--- src/rtl/game_pkg.sv ---
// game_pkg: shared state encoding and field widths for the game sequencer.
package game_pkg;
  typedef enum logic [2:0] {
    TITLE       = 3'd0,
    PLAYING     = 3'd1,
    LEVEL_CLEAR = 3'd2,
    GAME_OVER   = 3'd3,
    WIN         = 3'd4
  } game_state_t;
  localparam int LIVES_W     = 2;
  localparam int LEVEL_W     = 2;
  localparam int KILLS_W     = 4;
  localparam int FRAME_CNT_W = 8;
endpackage

--- src/rtl/frame_countdown.sv ---
// frame_countdown: loadable down-counter stepped by frame ticks, saturating at zero.
module frame_countdown
  import game_pkg::*;
(
  input  logic                   clk,
  input  logic                   resetN,
  input  logic                   load,
  input  logic [FRAME_CNT_W-1:0] load_val,
  input  logic                   tick,
  output logic                   busy,
  output logic                   done_pulse
);
  logic [FRAME_CNT_W-1:0] cnt;
  always_ff @(posedge clk or negedge resetN)
    if (!resetN) cnt <= '0;
    else if (load) cnt <= load_val;
    else if (tick && busy) cnt <= cnt - 1'b1;
  assign busy = cnt != '0;
  // a load on the same edge overrides the tick, so that tick is not counted
  assign done_pulse = tick && !load && cnt == FRAME_CNT_W'(1);
endmodule

--- src/rtl/game_flow_ctrl.sv ---
// game_flow_ctrl: top-level game sequencer tracking lives, level and kill quota.
module game_flow_ctrl
  import game_pkg::*;
#(
  parameter int LIVES_INIT        = 3,
  parameter int NUM_LEVELS        = 3,
  parameter int ENEMIES_PER_LEVEL = 8,
  parameter int CLEAR_FRAMES      = 120,
  parameter int INVULN_FRAMES     = 60
) (
  input  logic               clk,
  input  logic               resetN,
  input  logic               start,
  input  logic               frame_tick,
  input  logic               player_hit,
  input  logic               enemy_killed,
  output logic               play_en,
  output logic               level_start,
  output logic               gameOver,
  output logic               win,
  output logic               invuln,
  output logic [LEVEL_W-1:0] level,
  output logic [LIVES_W-1:0] lives,
  output logic [KILLS_W-1:0] kills_left
);
  game_state_t state, state_nx;
  logic [LIVES_W-1:0] lives_nx;
  logic [LEVEL_W-1:0] level_nx;
  logic [KILLS_W-1:0] kills_nx;
  logic [FRAME_CNT_W-1:0] inv_val;
  logic inv_load, clr_load, clr_done, clr_busy, inv_done, unused;
  logic hit_ok, fatal, kill_ok;
  assign hit_ok  = player_hit && !invuln;
  assign fatal   = hit_ok && lives == LIVES_W'(1);
  assign kill_ok = enemy_killed && kills_left != '0 && !fatal;
  assign unused  = ^{inv_done, clr_busy};
  frame_countdown u_clear (
    .clk(clk), .resetN(resetN), .load(clr_load), .load_val(FRAME_CNT_W'(CLEAR_FRAMES)),
    .tick(frame_tick && state == LEVEL_CLEAR), .busy(clr_busy), .done_pulse(clr_done)
  );
  frame_countdown u_invuln (
    .clk(clk), .resetN(resetN), .load(inv_load), .load_val(inv_val),
    .tick(frame_tick && state == PLAYING), .busy(invuln), .done_pulse(inv_done)
  );
  always_comb begin
    state_nx = state;
    lives_nx = lives;
    level_nx = level;
    kills_nx = kills_left;
    inv_load = 1'b0;
    inv_val  = '0;
    clr_load = 1'b0;
    case (state)
      TITLE: if (start) begin
        state_nx = PLAYING;
        lives_nx = LIVES_W'(LIVES_INIT);
        level_nx = '0;
        kills_nx = KILLS_W'(ENEMIES_PER_LEVEL);
        inv_load = 1'b1;
      end
      PLAYING: if (fatal) begin
        state_nx = GAME_OVER;
        lives_nx = '0;
      end else begin
        if (hit_ok) begin
          lives_nx = lives - 1'b1;
          inv_load = 1'b1;
          inv_val  = FRAME_CNT_W'(INVULN_FRAMES);
        end
        if (kill_ok) begin
          kills_nx = kills_left - 1'b1;
          if (kills_left == KILLS_W'(1)) begin
            state_nx = level == LEVEL_W'(NUM_LEVELS - 1) ? WIN : LEVEL_CLEAR;
            clr_load = level != LEVEL_W'(NUM_LEVELS - 1);
          end
        end
      end
      LEVEL_CLEAR: if (clr_done) begin
        state_nx = PLAYING;
        level_nx = level + 1'b1;
        kills_nx = KILLS_W'(ENEMIES_PER_LEVEL);
        inv_load = 1'b1;
      end
      default: ;
    endcase
  end
  always_ff @(posedge clk or negedge resetN)
    if (!resetN) begin
      state       <= TITLE;
      lives       <= '0;
      level       <= '0;
      kills_left  <= '0;
      play_en     <= 1'b0;
      level_start <= 1'b0;
      gameOver    <= 1'b0;
      win         <= 1'b0;
    end else begin
      state       <= state_nx;
      lives       <= lives_nx;
      level       <= level_nx;
      kills_left  <= kills_nx;
      play_en     <= state_nx == PLAYING;
      level_start <= state_nx == PLAYING && state != PLAYING;
      gameOver    <= state_nx == GAME_OVER;
      win         <= state_nx == WIN;
    end
endmodule

--- config.mk ---
export PLATFORM = sky130hd
export DESIGN_NAME = game_flow_ctrl
export DESIGN_NICKNAME = d
export VERILOG_FILES = /design/src/rtl/game_pkg.sv /design/src/rtl/frame_countdown.sv /design/src/rtl/game_flow_ctrl.sv
export SDC_FILE = /design/constraint.sdc
export NUM_CORES = 1
export LEC_CHECK = 0
export CAP_MARGIN = 10
export CELL_PAD_IN_SITES_DETAIL_PLACEMENT = 0
export CELL_PAD_IN_SITES_GLOBAL_PLACEMENT = 1
export CORE_MARGIN = 3
export CORE_UTILIZATION = 44
export DETAILED_ROUTE_END_ITERATION = 10
export DONT_BUFFER_PORTS = 1
export GPL_ROUTABILITY_DRIVEN = 0
export GPL_TIMING_DRIVEN = 0
export PLACE_DENSITY = 0.72
export SETUP_SLACK_MARGIN = 0.5
export SYNTH_ARGS = -nofsm -noshare
export SYNTH_HDL_FRONTEND = slang
export SYNTH_SLANG_ARGS = --single-unit
--- constraint.sdc ---
create_clock -name clk -period 1.8 [get_ports clk]
set_input_delay 0.54 -clock clk [delete_from_list [all_inputs] [get_ports clk]]
set_output_delay 0.54 -clock clk [all_outputs]
set_load 0.02 [all_outputs]
==> results.sh <==
export IMPL_synth_ff_type="sky130_fd_sc_hd__dfrtp_1"
export IMPL_globalRouteOverflowTotal=0
export IMPL_hold_removal_path_class="input pin to async pin"
export IMPL_yosys_register_bits=31
export IMPL_timing_final_hold_violations=0
export IMPL_io_pins=19
export IMPL_run_status="finished with violations"
export IMPL_hold_slack_ns=0.0780
export IMPL_yosys_cell_types_count=55
export IMPL_h_tree_level_count=2
export IMPL_die_width_um=70.9
export IMPL_failed_checks="negative setup slack"
export IMPL_design_core_area_sq_um=3850
export IMPL_dr_total_vias=1478
export IMPL_worst_skew_pair_late_latency_ns=0.28
export IMPL_track_usage_pct=17.4
export IMPL_place_detailed_hpwl_um=2660
export IMPL_seq_area_frac_synth_pct=41.9
export IMPL_clkTransAtPathRegs_ns=0.07
export IMPL_cts_root_buf="sky130_fd_sc_hd__clkbuf_8"
export IMPL_netlist_area_sq_um=1850
export IMPL_drt_iter0_markers=89
export IMPL_area_growth_synth_to_final_pct=36.4
export IMPL_async_flop_share_pct=100
export IMPL_synthMostInstantiatedCell="sky130_fd_sc_hd__dfrtp_1"
export IMPL_setup_viol=3
export IMPL_dieHeight_um=70.9
export IMPL_tightest_slew_ns=0.356
export IMPL_yosys_top_cells_area="sky130_fd_sc_hd__dfrtp_1, sky130_fd_sc_hd__ha_1, sky130_fd_sc_hd__xor2_1"
export IMPL_insertedDiodeCount=0
export IMPL_crit_path_max_fanout=5
export IMPL_number_of_max_slew_violations_in_the_final_report=0
export IMPL_synth_net_count=198
export IMPL_max_clock_path_buffers=2
export IMPL_drive_gt1_share_pct=46.8
export IMPL_yosys_area_top_type_share_pct=41.9
export IMPL_floorplan_initialDensity_pct=48.1
export IMPL_critical_path_required_ns=1.96
export IMPL_count_of_flip_flops_with_a_built_in_enable_after_synthesis=0
export IMPL_worst_endpoint_arrival_ns=1.97
export IMPL_portBuffers=0
export IMPL_cts_tree="built"
export IMPL_number_of_maximum_capacitance_constraint_violations=0
export IMPL_worst_setup_path_end_kind="flop"
export IMPL_drtPass1Iterations=4
export IMPL_num_nets_final=234
export IMPL_synth_warnings=0
export IMPL_power_static_leakage_uw=0.00112
export IMPL_die_area_sq_um=5020
export IMPL_grt_pass1_vias=1485
export IMPL_maxSlewHeadroom_pct=76.2
export IMPL_vias_cell=5.51
export IMPL_clock_fmax_ghz=0.552
export IMPL_global_route_wire_length_before_repair_um=6880
export IMPL_peakVddDrop_uv=408
export IMPL_postLayoutSetupSlackWorst_ns=-0.0115
export IMPL_post_synth_inst_count=183
export IMPL_worstSetupPathType="flop to flop"
export IMPL_shortest_period_the_worst_path_allows_ns=1.81
export IMPL_layout_cell_area_non_filler_sq_um=2530
export IMPL_fin_skew_ns=0.00699
export IMPL_synthesized_area_divided_by_synthesized_cell_count_sq_um=10.1
export IMPL_grt_max_degree=32
export IMPL_drcViolationCount=0
export IMPL_period_share_pct=101
export IMPL_yosys_top_cells_count="sky130_fd_sc_hd__dfrtp_1, sky130_fd_sc_hd__nand2_1, sky130_fd_sc_hd__nor2_1"
export IMPL_synth_top_area_cell="sky130_fd_sc_hd__dfrtp_1"
export IMPL_wire_per_inst_um=16.0
export IMPL_clock_sink_count=31
export IMPL_worst_setup_path_start_kind="flop"
export IMPL_dp_slack_ns=-0.160
export IMPL_power_density_nw_per_um2=523
export IMPL_place_detailed_instances=231
export IMPL_antenna_found_initial=0
export IMPL_instances_no_fill=268
export IMPL_fill_cells=303
export IMPL_floorplan_rows=22
export IMPL_drtAntennaViolNets=0
export IMPL_detailed_place_area_sq_um=1970
export IMPL_numCtsBuffers=5
export IMPL_unrepaired_setup_endpoints_after_global_routing="true"
export IMPL_postRouteWirelength_um=4280
-- metrics by stage --
stage	setup TNS (ns)	power, uW	util (%)
floorplan	0	757	-
global placement	-0.559	763	51.1
detailed placement	-1.10	764	51.1
CTS	0	1300	61.5
global route	-0.716	1380	65.6
finish	-0.0202	1320	65.6
-- cells in the final DEF (no fill, tap or decap), types with 2 or more instances in the layout --
| cell type | n |
|---|---|
| sky130_fd_sc_hd__a211oi_2 | 2 |
| sky130_fd_sc_hd__a21oi_1 | 3 |
| sky130_fd_sc_hd__buf_4 | 26 |
| sky130_fd_sc_hd__buf_6 | 5 |
| sky130_fd_sc_hd__clkbuf_1 | 2 |
| sky130_fd_sc_hd__clkbuf_8 | 5 |
| sky130_fd_sc_hd__dfrtp_1 | 20 |
| sky130_fd_sc_hd__dfrtp_2 | 11 |
| sky130_fd_sc_hd__ha_1 | 6 |
| sky130_fd_sc_hd__ha_4 | 2 |
| sky130_fd_sc_hd__inv_1 | 8 |
| sky130_fd_sc_hd__inv_2 | 3 |
| sky130_fd_sc_hd__mux2i_1 | 2 |
| sky130_fd_sc_hd__nand2_1 | 16 |
| sky130_fd_sc_hd__nand2_2 | 3 |
| sky130_fd_sc_hd__nand2_8 | 2 |
| sky130_fd_sc_hd__nand2b_1 | 3 |
| sky130_fd_sc_hd__nand3_1 | 4 |
| sky130_fd_sc_hd__nand3_2 | 2 |
| sky130_fd_sc_hd__nor2_1 | 16 |
| sky130_fd_sc_hd__nor2_2 | 2 |
| sky130_fd_sc_hd__nor2b_1 | 2 |
| sky130_fd_sc_hd__nor3_1 | 2 |
| sky130_fd_sc_hd__nor3_4 | 2 |
| sky130_fd_sc_hd__o21ai_0 | 2 |
| sky130_fd_sc_hd__o21ai_1 | 3 |
| sky130_fd_sc_hd__o21ai_2 | 3 |
| sky130_fd_sc_hd__o31ai_1 | 2 |
| sky130_fd_sc_hd__or4_1 | 2 |
| sky130_fd_sc_hd__xnor2_1 | 3 |
| sky130_fd_sc_hd__xor2_1 | 8 |
| sky130_fd_sc_hd__xor2_2 | 2 |
-- sequential cells by signal (all words and copies together) (netlist names) --
register and flops:
state 3, kills_left 4, level 2, play_en 1, level_start 1, u_clear.cnt 8
u_invuln.cnt 8, gameOver 1, win 1, lives 2
-- power breakdown --
group | switching (uW) | internal, uW | total (uW)
clock network | 253 | 271 | 524
logic | 41.9 | 38.6 | 80.5
registers | 14.0 | 703 | 717
-- critical path: stages, from the launching register on --
cell and delay [ns]:
sky130_fd_sc_hd__dfrtp_2 0.47, sky130_fd_sc_hd__inv_2 0.08, sky130_fd_sc_hd__ha_4 0.17, sky130_fd_sc_hd__nor4b_4 0.22, sky130_fd_sc_hd__nand2_2 0.13, sky130_fd_sc_hd__a211oi_4 0.32, sky130_fd_sc_hd__and2b_2 0.25, sky130_fd_sc_hd__nor2_1 0.06
-- routing by layer --
metal / vias up / track usage [%] / part of all wire (%)
met5: - / 0 / 0
met4: 0 / 5.43 / 0.89
met3: 5 / 6.11 / 5.8
met2: 42 / 29.4 / 52
met1: 722 / 20.8 / 42
li1: 709 / - / -
-- layout make-up --
cell class | instances | area [sq um] | area share [%]
clock buffers | 7 | 76.3 | 3.02
repair buffers | 29 | 262 | 10.4
plain buffers | 5 | 52.6 | 2.08
multi-input cells | 134 | 1220 | 48.5
flip-flops and latches | 31 | 790 | 31.3
inverters | 13 | 56.3 | 2.23
well taps | 48 | 60.1 | 2.38
clock inverters | 1 | 5.00 | 0.198
-- repair_timing --
item	CTS	global route
resized for setup	40	16
buffers inserted	20	7
pin swaps	15	8
hold endpoints to repair	31	31
gates cloned	1	0
setup endpoints to repair	39	41
-- cells by family after synthesis --
family	synth area share, %
xor+xnor	6.15
flops	41.9
simple gates	24.3
fa+ha+maj	6.08
mux	1.08
compound gates	15.7
buf+inv	4.80
-- path summary, 6_finish.rpt --
kind	from	end	slack (ns)	cells past startpoint
worst max-delay path	kills_left[0]$_DFFE_PN0P_	u_clear.cnt[0]$_DFFE_PN0P_	-0.01	7
worst min-delay path	resetN	state[2]$_DFF_PN0_	0.08	1
worst max register to register	kills_left[0]$_DFFE_PN0P_	u_clear.cnt[0]$_DFFE_PN0P_	-0.01	7
worst min register to register	u_clear.cnt[4]$_DFFE_PN0P_	u_clear.cnt[4]$_DFFE_PN0P_	0.58	2
max in group asynchronous	resetN	lives[1]$_DFFE_PN0P_	1.54	1
min in group clk	start	lives[0]$_DFFE_PN0P_	0.46	2
(Power assumes the default switching activity.)
